$ cat src/rtl/imem_sync.sv
// Clocked instruction memory with a run-time loader, programmable wait states
// and a valid/ready fetch handshake. Single outstanding request.
//
// state  | meaning
// IDLE   | ready for a fetch (unless the loader is writing this cycle)
// WAIT   | request accepted, counting down wait states
// RESP   | response word valid, held until the consumer takes it
module imem_sync #(
    parameter int unsigned ADDR_BITS     = 4,
    parameter int unsigned LATENCY       = 0,
    parameter logic [31:0] DEFAULT_INSTR = 32'hEAFF_FFFE
) (
    input  logic                 clk,
    input  logic                 reset,
    input  logic                 req_valid,
    input  logic [31:0]          req_addr,
    output logic                 req_ready,
    output logic                 rsp_valid,
    input  logic                 rsp_ready,
    output logic [31:0]          rsp_data,
    output logic                 rsp_err,
    input  logic                 load_en,
    input  logic [ADDR_BITS-1:0] load_addr,
    input  logic [31:0]          load_data,
    output logic                 busy
);

    localparam int unsigned DEPTH = 2 ** ADDR_BITS;

    typedef enum logic [1:0] {
        S_IDLE,
        S_WAIT,
        S_RESP
    } state_t;

    state_t               state_q, state_d;
    logic [ADDR_BITS-1:0] idx_q, idx_d;
    logic                 oor_q, oor_d;
    logic                 mis_q, mis_d;
    logic [3:0]           cnt_q, cnt_d;
    logic                 rsp_valid_q, rsp_valid_d;
    logic [31:0]          rsp_data_q, rsp_data_d;
    logic                 rsp_err_q, rsp_err_d;

    logic [ADDR_BITS-1:0] req_idx;
    logic                 req_oor;
    logic                 req_mis;
    logic                 capture;
    logic [ADDR_BITS-1:0] cap_idx;
    logic                 cap_oor;
    logic                 cap_mis;

    // Contents survive reset; the initializer only sets power-up contents.
    logic [31:0] mem_q [0:DEPTH-1] = '{default: DEFAULT_INSTR};

    always_ff @(posedge clk) begin
        if (load_en) begin
            mem_q[load_addr] <= load_data;
        end
    end

    assign req_idx   = req_addr[ADDR_BITS+1:2];
    assign req_oor   = |req_addr[31:ADDR_BITS+2];
    assign req_mis   = |req_addr[1:0];
    assign req_ready = (state_q == S_IDLE) && !load_en;
    assign busy      = (state_q != S_IDLE);
    assign rsp_valid = rsp_valid_q;
    assign rsp_data  = rsp_data_q;
    assign rsp_err   = rsp_err_q;

    always_comb begin
        state_d     = state_q;
        idx_d       = idx_q;
        oor_d       = oor_q;
        mis_d       = mis_q;
        cnt_d       = cnt_q;
        rsp_valid_d = rsp_valid_q;
        rsp_data_d  = rsp_data_q;
        rsp_err_d   = rsp_err_q;
        capture     = 1'b0;
        cap_idx     = idx_q;
        cap_oor     = oor_q;
        cap_mis     = mis_q;

        case (state_q)
            S_IDLE: begin
                if (req_valid && req_ready) begin
                    idx_d = req_idx;
                    oor_d = req_oor;
                    mis_d = req_mis;
                    if (LATENCY != 0) begin
                        state_d = S_WAIT;
                        cnt_d   = 4'(LATENCY);
                    end else begin
                        // Zero wait states: capture straight from the request.
                        state_d = S_RESP;
                        capture = 1'b1;
                        cap_idx = req_idx;
                        cap_oor = req_oor;
                        cap_mis = req_mis;
                    end
                end
            end
            S_WAIT: begin
                cnt_d = cnt_q - 4'd1;
                if (cnt_q == 4'd1) begin
                    state_d = S_RESP;
                    capture = 1'b1;
                end
            end
            S_RESP: begin
                if (rsp_ready) begin
                    state_d     = S_IDLE;
                    rsp_valid_d = 1'b0;
                end
            end
            default: begin
                state_d = S_IDLE;
            end
        endcase

        // A load hitting the captured word in the same cycle wins (write-first).
        if (capture) begin
            rsp_valid_d = 1'b1;
            rsp_err_d   = cap_oor | cap_mis;
            if (cap_oor) begin
                rsp_data_d = DEFAULT_INSTR;
            end else if (load_en && (load_addr == cap_idx)) begin
                rsp_data_d = load_data;
            end else begin
                rsp_data_d = mem_q[cap_idx];
            end
        end
    end

    always_ff @(posedge clk) begin
        if (reset) begin
            state_q     <= S_IDLE;
            idx_q       <= '0;
            oor_q       <= 1'b0;
            mis_q       <= 1'b0;
            cnt_q       <= 4'd0;
            rsp_valid_q <= 1'b0;
            rsp_data_q  <= DEFAULT_INSTR;
            rsp_err_q   <= 1'b0;
        end else begin
            state_q     <= state_d;
            idx_q       <= idx_d;
            oor_q       <= oor_d;
            mis_q       <= mis_d;
            cnt_q       <= cnt_d;
            rsp_valid_q <= rsp_valid_d;
            rsp_data_q  <= rsp_data_d;
            rsp_err_q   <= rsp_err_d;
        end
    end

endmodule

$ cat config.mk
export PLATFORM = sky130hd
export DESIGN_NAME = imem_sync
export DESIGN_NICKNAME = d
export VERILOG_FILES = /design/src/rtl/imem_sync.sv
export SDC_FILE = /design/constraint.sdc
export NUM_CORES = 1
export LEC_CHECK = 0
export CORE_ASPECT_RATIO = 1.75
export CORE_UTILIZATION = 60
export CTS_BUF_LIST = sky130_fd_sc_hd__clkbuf_4 sky130_fd_sc_hd__clkbuf_8
export CTS_CLUSTER_SIZE = 24
export DETAILED_ROUTE_END_ITERATION = 6
export GPL_ROUTABILITY_DRIVEN = 0
export PLACE_DENSITY_LB_ADDON = 0.2
export SETUP_SLACK_MARGIN = 0.05
export SYNTH_ARGS = -nofsm -noshare
export SYNTH_HDL_FRONTEND = slang
export SYNTH_SLANG_ARGS = --single-unit
export TNS_END_PERCENT = 100
$ cat constraint.sdc
create_clock -name clk -period 6.1 [get_ports clk]
set_input_delay 1.22 -clock clk [delete_from_list [all_inputs] [get_ports clk]]
set_output_delay 1.22 -clock clk [all_outputs]
set_load 0.005 [all_outputs]
==> Word level (Yosys, flattened, before mapping) <==
Memories as Yosys holds them, arrays and structs flattened.
Index checks and enable logic that the tools add are counted.
Widths: inputs -> output; s select.
{ "totals": {"regBits": 46, "ram_bits": 512, "input_bits": 73, "elab_cells": 50, "memories": 1} }
{ "op_classes": {"add_sub_neg": 1, "n_eq_ne": 7, "mux": 20, "bitwise_logic": 1, "reduce_logical": 12} }
{ "mem_list": {"columns": ["name", "depth", "width", "rd", "rd_ports_with_merged_regs", "write_ports", "line_no", "text"], "rows": [
  ["mem_q", 16, 32, 1, 0, 1, "54", "logic [31:0] mem_q [0:DEPTH-1] = '{default: DEFAULT_INSTR};"]
]} }
{ "op_table": {"columns": ["operator", "n"], "rows": [
  ["$mux 32", 2],
  ["$reduce_or 26->1", 1],
  ["$mux 1", 11],
  ["$mux 4", 2],
  ["$mux 2", 3],
  ["$pmux 2 s3", 1],
  ["$reduce_bool 2->1", 3],
  ["$eq 4x1->1 const B", 1],
  ["$eq 4x4->1", 1],
  ["$ne 2x2->1 const B", 2],
  ["$sub 4x1->4 const B", 1],
  ["$logic_and 1x1->1", 3],
  ["$reduce_and 3->1", 1],
  ["$eq 2x1->1 const B", 1],
  ["$eq 2x2->1 const B", 1],
  ["$logic_not 2->1", 1],
  ["$ne 2x1->1 const B", 1],
  ["$pmux 1 s2", 1],
  ["$reduce_and 2->1", 1],
  ["$reduce_or 2->1", 1],
  ["$logic_not 1->1", 1],
  ["$or 1x1->1", 1]
]} }

==> Longest topological paths before layout <==
Gate-level depths: netlist of run 1.
{ "logic_depth": {"ltp_word": 9, "depth_mapped": 9, "depth_no_buf": 6} }

==> Worst setup path after synthesis of run 1 <==
No wires, ideal clock.
{ "synth_timing": {"path_kind": "input -> register", "from": "in load_addr[2]", "to": "mem mem_q[0][0], enable pin", "arrival_time_ps": 3938, "required_ps": 5639, "path_slack_ps": 1701, "path_stages": 2, "n_path_buf": 0, "path_cell_list": "or3b_2 nor3_1"} }
{ "synth_lines": {"columns": ["item", "line_no", "text"], "rows": [
  ["start, declared", "23", "input logic [ADDR_BITS-1:0] load_addr,"],
  ["end, declared", "54", null]
]} }
Straight into the memory's write port.

==> Worst setup path after layout of run 1 <==
{ "layout_timing": {"from": "in load_en", "to": "reg rsp_data_q[26], in the netlist rsp_data[26]"} }
{ "layout_via": {"elab_chain_len": 9, "elab_cells_between_ends": 14, "cone_classes": "eq/ne: 1; mux: 8; reduce/logical: 4; memory: 1"} }
{ "layout_rtl": {"columns": ["item", "line_no", "text"], "rows": [
  ["start, declared", "22", "input logic load_en,"],
  ["parallel branches: the longest is 9 deep, another holds $mem_v2 16x32", null, null],
  ["end signal, assigned", "153", "rsp_data_q <= rsp_data_d;"],
  ["end, declared", "42", "logic [31:0] rsp_data_q, rsp_data_d;"]
]} }
Parallel ways; which one is timed is not known.
A chain may end at the register's enable or synchronous reset.

==> reports/metrics.yaml, run 1 <==
clock_tree:
  cts_hold_buffers: 0
  clockRootBuffer: "clkbuf_8"
  ctsLongestPathBuffers: 3
  clock_latency_ns: 0.63
  cts_sinks: 551
  h-tree-depth: 3
  post_cts.repair.setup_buffers: 0
  clk_pin_slew_ns: 0.07
  cts-resized-gates: 0
  cts_buffers: 74
  cts_tree: "yes"
power_and_ir_drop:
  clkPwrFrac_pct: 37.7
  design_power_total_mw: 7.60
  switching_share_pct: 21.4
  power_frac_seq_pct: 55.8
  ir_worst_vdd_mv: 0.190
  combPwrFrac_pct: 6.5
  pwr_density_cell_nw_per_um2: 294
  power.leakage_nw: 8.05
  p_int_mw: 5.97
  switchingPower_mw: 1.63
worst_setup_path:
  path_max_fanout: 45
  r2r-end: "rsp_data[24]"
  critical_path_arrival_ns: 4.33
  reg2reg_depth: 6
  cp-end-kind: "register"
  crit_type: "input port to register"
  startpoint: "load_en"
  regToRegStartpoint: "idx_q[0]"
  r2r_slack_ns: 3.06
  critPathLaunchType: "input port"
  crit_required_ns: 6.62
  crit_end: "rsp_data[26]"
route:
  vias: 12300
  drt_wl_total_um: 51800
  drc: 0
  drt_first_pass_iters: 5
  antenna_left: 0
  wl_per_cell_um: 28.3
  drtIter0Drc: 1243
  via_per_inst: 6.73
die:
  die-width_um: 149
  fp.dieH_um: 259
  io_pins: 109
  rows: 93
  core-area_um2: 37000
  start_util_pct: 61.2
  die_area_um2: 38500
synthesis:
  ys_top_cells_by_area: "edfxtp_1 68%, mux4_2 17%, dfxtp_1 3.4%"
  synth_edf_count: 512
  ys_seq_area_share_pct: 71.4
  synth_seq_cells: 551
  synth_top_area_cell: "edfxtp_1"
  synthArstFlopShare_pct: 0
  synth_nets: 1233
  syn-instance-count: 1160
  synth.most_common_cell: "edfxtp_1"
  yosys_warnings: 0
  synth_top_cell_area_share_pct: 67.9
  yosys-top-cells-count: "512 x edfxtp_1, 172 x mux4_2, 78 x nand2_1"
  yosysUniqueCellTypes: 52
  avgSynthCellArea_um2: 19.5
  synth_top_flop_cell: "edfxtp_1"
  netlist_area_um2: 22600
layout:
  fin_util_pct: 70.0
  stdcell_count: 1831
  drive_gt1_share_pct: 27.4
  fin_nets: 1371
  fillers: 2297
  area_growth_pct: 14.4
timing:
  hold_viol_final: 0
  worstMarginPinSlew_ns: 1.18
  tns_ns: 0
  rsz0062_at_grt: "false"
  fmax_mhz: 263
  slew_viol_final: 0
  setup_viol: 0
  post-route-period-util_pct: 62.3
  period_minus_slack_ns: 3.80
  maxSlewHeadroom_pct: 21.3
  fin_worst_skew_ns: 0.0168
min_path:
  hold_path_class: "register to register"
placement:
  io_buffers: 108
  dp_cells: 1696
  dp_hpwl_um: 28400
global_routing:
  grt_pass1_wl_um: 77600
  grt_overflow: 0
  grt_util_all_layers_pct: 28.3
  grt_pass1_vias: 13000
  antenna_found_initial: 1
  grt_max_degree: 67
outcome:
  status: "finished clean"
run:
  maxCapViolCount: 0
critical path: stages:
cell	delay, ns
clkdlybuf4s50_1	0.56
nor3b_4	0.22
buf_4	0.56
mux2i_1	0.78
a21oi_1	0.16
a221oi_1	0.39
a2111oi_0	0.12
a221oi_1	0.31
layout by cell type (no fill, tap or decap), drive strengths merged, types with 3 or more instances in the layout:
master / Yosys / routed
a21oi: 15 / 15
a221oi: 7 / 7
a31oi: 3 / 3
buf: 47 / 32
clkbuf: 30 / 122
clkdlybuf4s50: 0 / 106
clkinv: 0 / 9
dfxtp: 39 / 39
edfxtp: 512 / 512
mux2: 6 / 6
mux2i: 23 / 23
mux4: 172 / 172
nand2: 78 / 78
nand2b: 7 / 7
nand3: 30 / 30
nand3b: 4 / 4
nor2: 22 / 22
nor3: 14 / 14
nor4: 6 / 6
o21a: 29 / 29
o21ai: 32 / 32
o221ai: 28 / 28
o22ai: 31 / 31
xnor2: 3 / 3
power groups by stage:
stage / Clock (mW) / Combinational, mW / Sequential, mW
floorplan: 0 / 0.310 / 4.30
global placement: 0 / 0.487 / 4.31
detailed placement: 0 / 0.496 / 4.32
CTS: 2.91 / 0.496 / 4.24
global route: 3.06 / 0.526 / 4.24
finish: 2.87 / 0.494 / 4.24
how the worst min path moves through the flow:
stage / from / to / slack (ns) / depth (start not counted)
5_1_grt: rsp_data[25] / rsp_data[25] / 0.49 / 1
4_1_cts: rsp_data[14] / rsp_data[14] / 0.47 / 1
3_3_place_gp: rsp_data[16] / rsp_data[16] / 0.45 / 1
6_report: rsp_data[14] / rsp_data[14] / 0.47 / 1
2_1_floorplan: rsp_data[1] / rsp_data[1] / 0.46 / 1
3_5_place_dp: rsp_data[14] / rsp_data[14] / 0.46 / 1
cell type report:
class                      count  area (um2)  share of cell area [%]
antenna                        1        2.50                 0.00967
clock buffer                 121        1450                    5.61
clock inverter                12        88.8                   0.343
inverter                       1        3.75                  0.0145
multi-input combinational    531        6240                    24.1
sequential                   551       16200                    62.4
tap                          475         594                    2.30
timing repair buffer         139        1340                    5.19
through the flow:
step	cell area, um2	hold WS [ns]	worst slack [ns]
6_report	25900	0.469	2.30
3_3_place_gp	24300	0.449	1.77
4_1_cts	25900	0.470	2.39
2_1_floorplan	22600	0.465	1.70
3_5_place_dp	24300	0.456	1.72
5_1_grt	25900	0.491	2.13
state kept, by name, indices dropped and copies added (netlist names):
| register | cells |
|---|---|
| mem_q | 512 |
| rsp_data | 32 |
| idx_q | 4 |
| rsp_err | 1 |
| rsp_valid | 1 |
| state_q | 1 |
layer usage:
| metal | GRT usage [%] | up-vias | part of all wire, % |
|---|---|---|---|
| met5 | 0 | - | 0 |
| li1 | - | 5169 | - |
| met2 | 48.2 | 683 | 53 |
| met4 | 12.9 | 0 | 3.4 |
| met1 | 36.3 | 6343 | 35 |
| met3 | 4.01 | 122 | 8.5 |
cell families after synthesis:
logic type,after synthesis,share of synthesized area [%]
muxes,201,18.6
buffers and inverters,78,1.58
xor gates and xnor gates,4,0.188
and+or+nand+nor,170,3.54
DFF,551,71.4
AOI/OAI and AO/OA,156,4.74
Note: power is estimated with default switching activity, not from simulation.
==> run 2: changes to the inputs <==
--- a/config.mk
+++ b/config.mk
@@ -6,7 +6,7 @@
 export NUM_CORES = 1
 export LEC_CHECK = 0
 export CORE_ASPECT_RATIO = 1.75
-export CORE_UTILIZATION = 60
+export CORE_UTILIZATION = 56
 export CTS_BUF_LIST = sky130_fd_sc_hd__clkbuf_4 sky130_fd_sc_hd__clkbuf_8
 export CTS_CLUSTER_SIZE = 24
 export DETAILED_ROUTE_END_ITERATION = 6
==> constraint.sdc (replaced) <==
create_clock -name clk -period 3.1 [get_ports clk]
set_input_delay 0.62 -clock clk [delete_from_list [all_inputs] [get_ports clk]]
set_output_delay 0.62 -clock clk [all_outputs]
set_load 0.005 [all_outputs]
==> run 2 against run 1 <==
Critical path depth fell by 4; design area increased by 2.2%; die area rose by 7.1%; final cell count is 3.3% higher; worst hold slack got worse by 0.0015 ns; sequential share of layout area is 1.3 points lower; global-route usage fell by 0.48 points; via count up 1.6%; largest cell class unchanged.
==> reports/metrics.yaml, run 2 (synthesis gave the netlist of run 1 again) <==
layout:
  final_common_cell: "edfxtp_1"
  design_area_um2: 26500
  multi_input_area_um2: 6240
  stdcell_count: 1892
  layout_common_cells: "512 x edfxtp_1, 172 x mux4_2, 106 x clkdlybuf4s50_1"
  fillers: 2609
  fin_nets: 1411
  area.sequential_um2: 16200
  largest_reg_flops: 512
  area_growth_pct: 16.9
  regMostFlops: "mem_q"
  drive_gt1_share_pct: 28.5
die:
  die-width_um: 154
  fp.dieH_um: 268
  die_area_um2: 41300
  rows: 97
  io_pins: 109
  start_util_pct: 56.7
  core-area_um2: 39900
timing:
  fin_worst_skew_ns: 0.0326
  period_minus_slack_ns: 2.49
  fmax_mhz: 402
  whs_ns: 0.467
  slew_viol_final: 0
  maxSlewHeadroom_pct: 58.7
  worstMarginPinSlew_ns: 0.618
  post-route-period-util_pct: 80.3
  rsz0062_at_grt: "false"
  setup_viol: 0
  tns_ns: 0
  hold_viol_final: 0
worst_setup_path:
  startpoint: "load_en"
  critPathLaunchType: "input port"
  r2r_slack_ns: 0.79
  reg2reg_depth: 6
  r2r-end: "rsp_data[24]"
  cp-end-kind: "primary output"
  regToRegStartpoint: "state_q[1]"
  crit_required_ns: 2.48
  crit_end: "req_ready"
  critical_path_arrival_ns: 1.87
  path_max_fanout: 6
  crit_type: "input port to primary output"
min_path:
  hold_path_class: "register to register"
clock_tree:
  cts_sinks: 551
  clock_latency_ns: 0.63
  cts_tree: "yes"
  clk_pin_slew_ns: 0.06
  cts-resized-gates: 0
  post_cts.repair.setup_buffers: 0
  h-tree-depth: 3
  clockRootBuffer: "clkbuf_8"
  cts_hold_buffers: 0
  ctsLongestPathBuffers: 3
  cts_buffers: 77
global_routing:
  grt_util_all_layers_pct: 27.8
  grt_max_degree: 64
  grt_pass1_wl_um: 81700
  grt_overflow: 0
  grt_pass1_vias: 13300
  antenna_found_initial: 2
run:
  maxCapViolCount: 0
route:
  drt_first_pass_iters: 5
  wl_per_cell_um: 28.9
  drt_wl_total_um: 54700
  via_per_inst: 6.61
  vias: 12500
  drtIter0Drc: 1208
  drc: 0
  antenna_left: 0
placement:
  io_buffers: 108
  dp_hpwl_um: 31400
  place_area_um2: 24900
  dp_cells: 1754
power_and_ir_drop:
  pwr_density_cell_nw_per_um2: 565
  design_power_total_mw: 14.9
  power.leakage_nw: 8.29
  ir_worst_vdd_mv: 0.367
outcome:
  status: "finished clean"
[run 2: cell count changes in the layout (fill, tap and decap cells not counted), moves of 2 or more]
cell,previous run,this run
buf_12,2,25
buf_4,29,44
clkbuf_4,34,28
clkbuf_8,88,86
clkinv_1,2,15
clkinv_2,7,4
[run 2: through the flow]
step | worst slack [ns] | utilization, %
global placement | 0.102 | 62.5
CTS | 0.607 | 66.2
finish | 0.610 | 66.2
detailed placement | 0.0939 | 62.5
global route | 0.558 | 66.2
floorplan | -0.453 | -
[run 2: worst min path at each step]
stage,from,to,cells past startpoint
after detailed placement,rsp_data[12],rsp_data[12],1
after floorplan,rsp_data[1],rsp_data[1],1
final,rsp_data[29],rsp_data[29],1
after global placement,rsp_data[11],rsp_data[11],1
after CTS,rsp_data[13],rsp_data[13],1
after global routing,rsp_data[29],rsp_data[29],1
[run 2: cell type report]
cell class                 count  share of cell area, %
timing repair buffer         176                   7.20
multi-input combinational    531                   23.6
antenna                        2                 0.0189
tap                          495                   2.34
sequential                   551                   61.1
inverter                       1                 0.0142
clock buffer                 113                   5.22
clock inverter                23                  0.497
[run 2: worst max-delay path, stage by stage]
cell,delay [ns]
clkdlybuf4s50_1,0.47
buf_4,0.19
nor2_1,0.08
clkdlybuf4s50_1,0.50
[run 2: power breakdown]
part	internal (mW)	switching [mW]	leakage, nW
Sequential	8.27	0.0615	4.94
Combinational	0.495	0.568	2.55
Clock	2.94	2.61	0.802
[run 2: per-layer routing]
metal	wire [um]	global-route usage, %
met3	3740	4.79
met2	28700	47.7
met1	20000	34.5
met4	2190	13.7
met5	0	0
==> run 3: changes to the inputs <==
--- a/config.mk
+++ b/config.mk
@@ -6,7 +6,7 @@
 export NUM_CORES = 1
 export LEC_CHECK = 0
 export CORE_ASPECT_RATIO = 1.75
-export CORE_UTILIZATION = 56
+export CORE_UTILIZATION = 60
 export CTS_BUF_LIST = sky130_fd_sc_hd__clkbuf_4 sky130_fd_sc_hd__clkbuf_8
 export CTS_CLUSTER_SIZE = 24
 export DETAILED_ROUTE_END_ITERATION = 6
==> constraint.sdc (replaced) <==
create_clock -name clk -period 2.4 [get_ports clk]
set_input_delay 0.48 -clock clk [delete_from_list [all_inputs] [get_ports clk]]
set_output_delay 0.48 -clock clk [all_outputs]
set_load 0.005 [all_outputs]
==> run 3 against run 2 <==
Core utilization increased by 7.1 points; global-route usage rose by 2.1 points; combinational power is 38% higher; sequential power up 30%; design area increased by 2.6%; non-clock buffer count up 47; wire length rose by 0.73%; first-iteration DRC count down 5.3%; final cell count is 1.5% higher; worst hold slack worse by 0.024 ns; register-to-register slack lost 0.60 ns; largest power group unchanged.
==> reports/metrics.yaml, run 3 (synthesis gave the netlist of run 1 again) <==
die:
  rows: 93
  start_util_pct: 61.2
  die_area_um2: 38500
  io_pins: 109
  die-width_um: 149
  fp.dieH_um: 259
  core-area_um2: 37000
worst_setup_path:
  critPathLaunchType: "register"
  crit_required_ns: 2.97
  path_cells: "or3b_2 -> buf_4 -> nand3b_1 -> buf_4 -> buf_4 -> o22ai_1 -> o21ai_1 -> o21a_1"
  cpPeakStageDelay_ns: 0.57
  path_max_fanout: 11
  cp_slowest_cell: "or3b_2"
  cp_common_cell: "buf_4"
  critical_path_arrival_ns: 2.78
  critical_path.top_delay_family: "simple AND/OR/NAND/NOR gates"
  crit_type: "register to register"
  cp_num_buf_inv: 3
  cp-end-kind: "register"
timing:
  fin_worst_skew_ns: 0.0159
  slew_viol_final: 0
  hold_viol_final: 0
  whs_ns: 0.444
  maxSlewHeadroom_pct: 60.2
  fmax_mhz: 452
  post-route-period-util_pct: 92.2
  period_minus_slack_ns: 2.21
  rsz0062_at_grt: "false"
  worstMarginPinSlew_ns: 0.595
  setup_viol: 0
  tns_ns: 0
layout:
  fin_nets: 1456
  layout_common_cells: "512 x edfxtp_1, 172 x mux4_2, 106 x clkdlybuf4s50_1"
  final_common_cell: "edfxtp_1"
  largest_reg_flops: 512
  design_area_um2: 27100
  regMostFlops: "mem_q"
  drive_gt1_share_pct: 31.1
  area_growth_pct: 19.9
power_and_ir_drop:
  switchingPower_mw: 4.26
  ir_worst_vdd_mv: 0.619
  p_int_mw: 15.5
  combPwrFrac_pct: 7.4
  design_power_total_mw: 19.7
  power_frac_seq_pct: 54.5
  power.leakage_nw: 8.62
  switching_share_pct: 21.6
  pwr_density_cell_nw_per_um2: 727
  clkPwrFrac_pct: 38.0
clock_tree:
  clock_latency_ns: 0.63
  h-tree-depth: 3
  cts_buffers: 75
  cts_hold_buffers: 0
  cts_sinks: 551
  clk_pin_slew_ns: 0.07
  ctsLongestPathBuffers: 3
  clockRootBuffer: "clkbuf_8"
  cts_tree: "yes"
route:
  drt_wl_total_um: 55100
  wl_per_cell_um: 28.7
  drt_first_pass_iters: 7
  drtIter0Drc: 1144
  antenna_left: 0
  vias: 12900
  via_per_inst: 6.71
  drc: 0
global_routing:
  grt_util_all_layers_pct: 29.9
  grt_pass1_vias: 13400
  grt_pass1_wl_um: 81600
  antenna_found_initial: 1
  grt_max_degree: 43
  grt_overflow: 0
run:
  maxCapViolCount: 0
outcome:
  status: "finished clean"
min_path:
  hold_path_class: "input port to register"
placement:
  dp_hpwl_um: 32900
  io_buffers: 108
  place_area_um2: 25500
run 3: cell count changes in the layout (fill, tap and decap cells not counted), sizes merged:
cell      delta
clkinvlp     +2
clkbuf       -8
inv          -1
clkinv       +4
bufinv       +4
buf         +47
run 3: path summary, 6_finish.rpt:
kind                start      endpoint  slack [ns]  cells after the start
min           req_addr[2]      idx_q[0]        0.44                      4
max reg2reg    state_q[1]  rsp_data[19]        0.19                      8
min reg2reg  rsp_data[21]  rsp_data[21]        0.47                      1
max            state_q[1]  rsp_data[19]        0.19                      8
run 3: worst min-delay path, delay by kind of cell:
| kind | cells | cell delay [ns] |
|---|---|---|
| and+or+nand+nor | 1 | 0.08 |
| muxes | 1 | 0.11 |
| buffers and inverters | 2 | 0.36 |
run 3: layout make-up:
type / count / area, um2
Tap cell: 475 / 594
Fill cell: 2164 / 9870
Antenna cell: 2 / 5.00
Multi-Input combinational cell: 531 / 6270
Timing Repair Buffer: 223 / 2510
Clock buffer: 105 / 1310
Clock inverter: 32 / 279
Sequential cell: 551 / 16200
Inverter: 1 / 3.75
run 3: metal layers:
layer / up-vias / part of all wire, % / global-route usage [%]
li1: 5345 / - / -
met1: 6711 / 35 / 37.3
met2: 700 / 53 / 51.4
met3: 133 / 8.3 / 5.41
met4: 0 / 3.4 / 13.2
met5: - / 0 / 0
run 3: what timing repair did:
| action | in CTS | in global routing |
|---|---|---|
| resized for setup | 0 | 2 |
| setup buffers | 0 | 2 |
| setup endpoints to repair | 0 | 14 |
run 3: power groups by stage:
stage	registers (mW)	logic, mW	clock network, mW
after floorplan	10.9	0.789	0
after detailed placement	11.0	1.45	0
after global placement	10.9	1.43	0
after CTS	10.8	1.46	7.60
after global routing	10.8	1.55	7.94
final	10.8	1.46	7.50
run 3: metrics by stage:
stage	util (%)	std cells	worst slack, ns
floorplan	-	1160	-0.391
global placement	69.0	1779	-0.447
detailed placement	69.0	1779	-0.460
CTS	73.3	1916	0.0685
global route	73.3	1919	0.0246
finish	73.3	1920	0.187
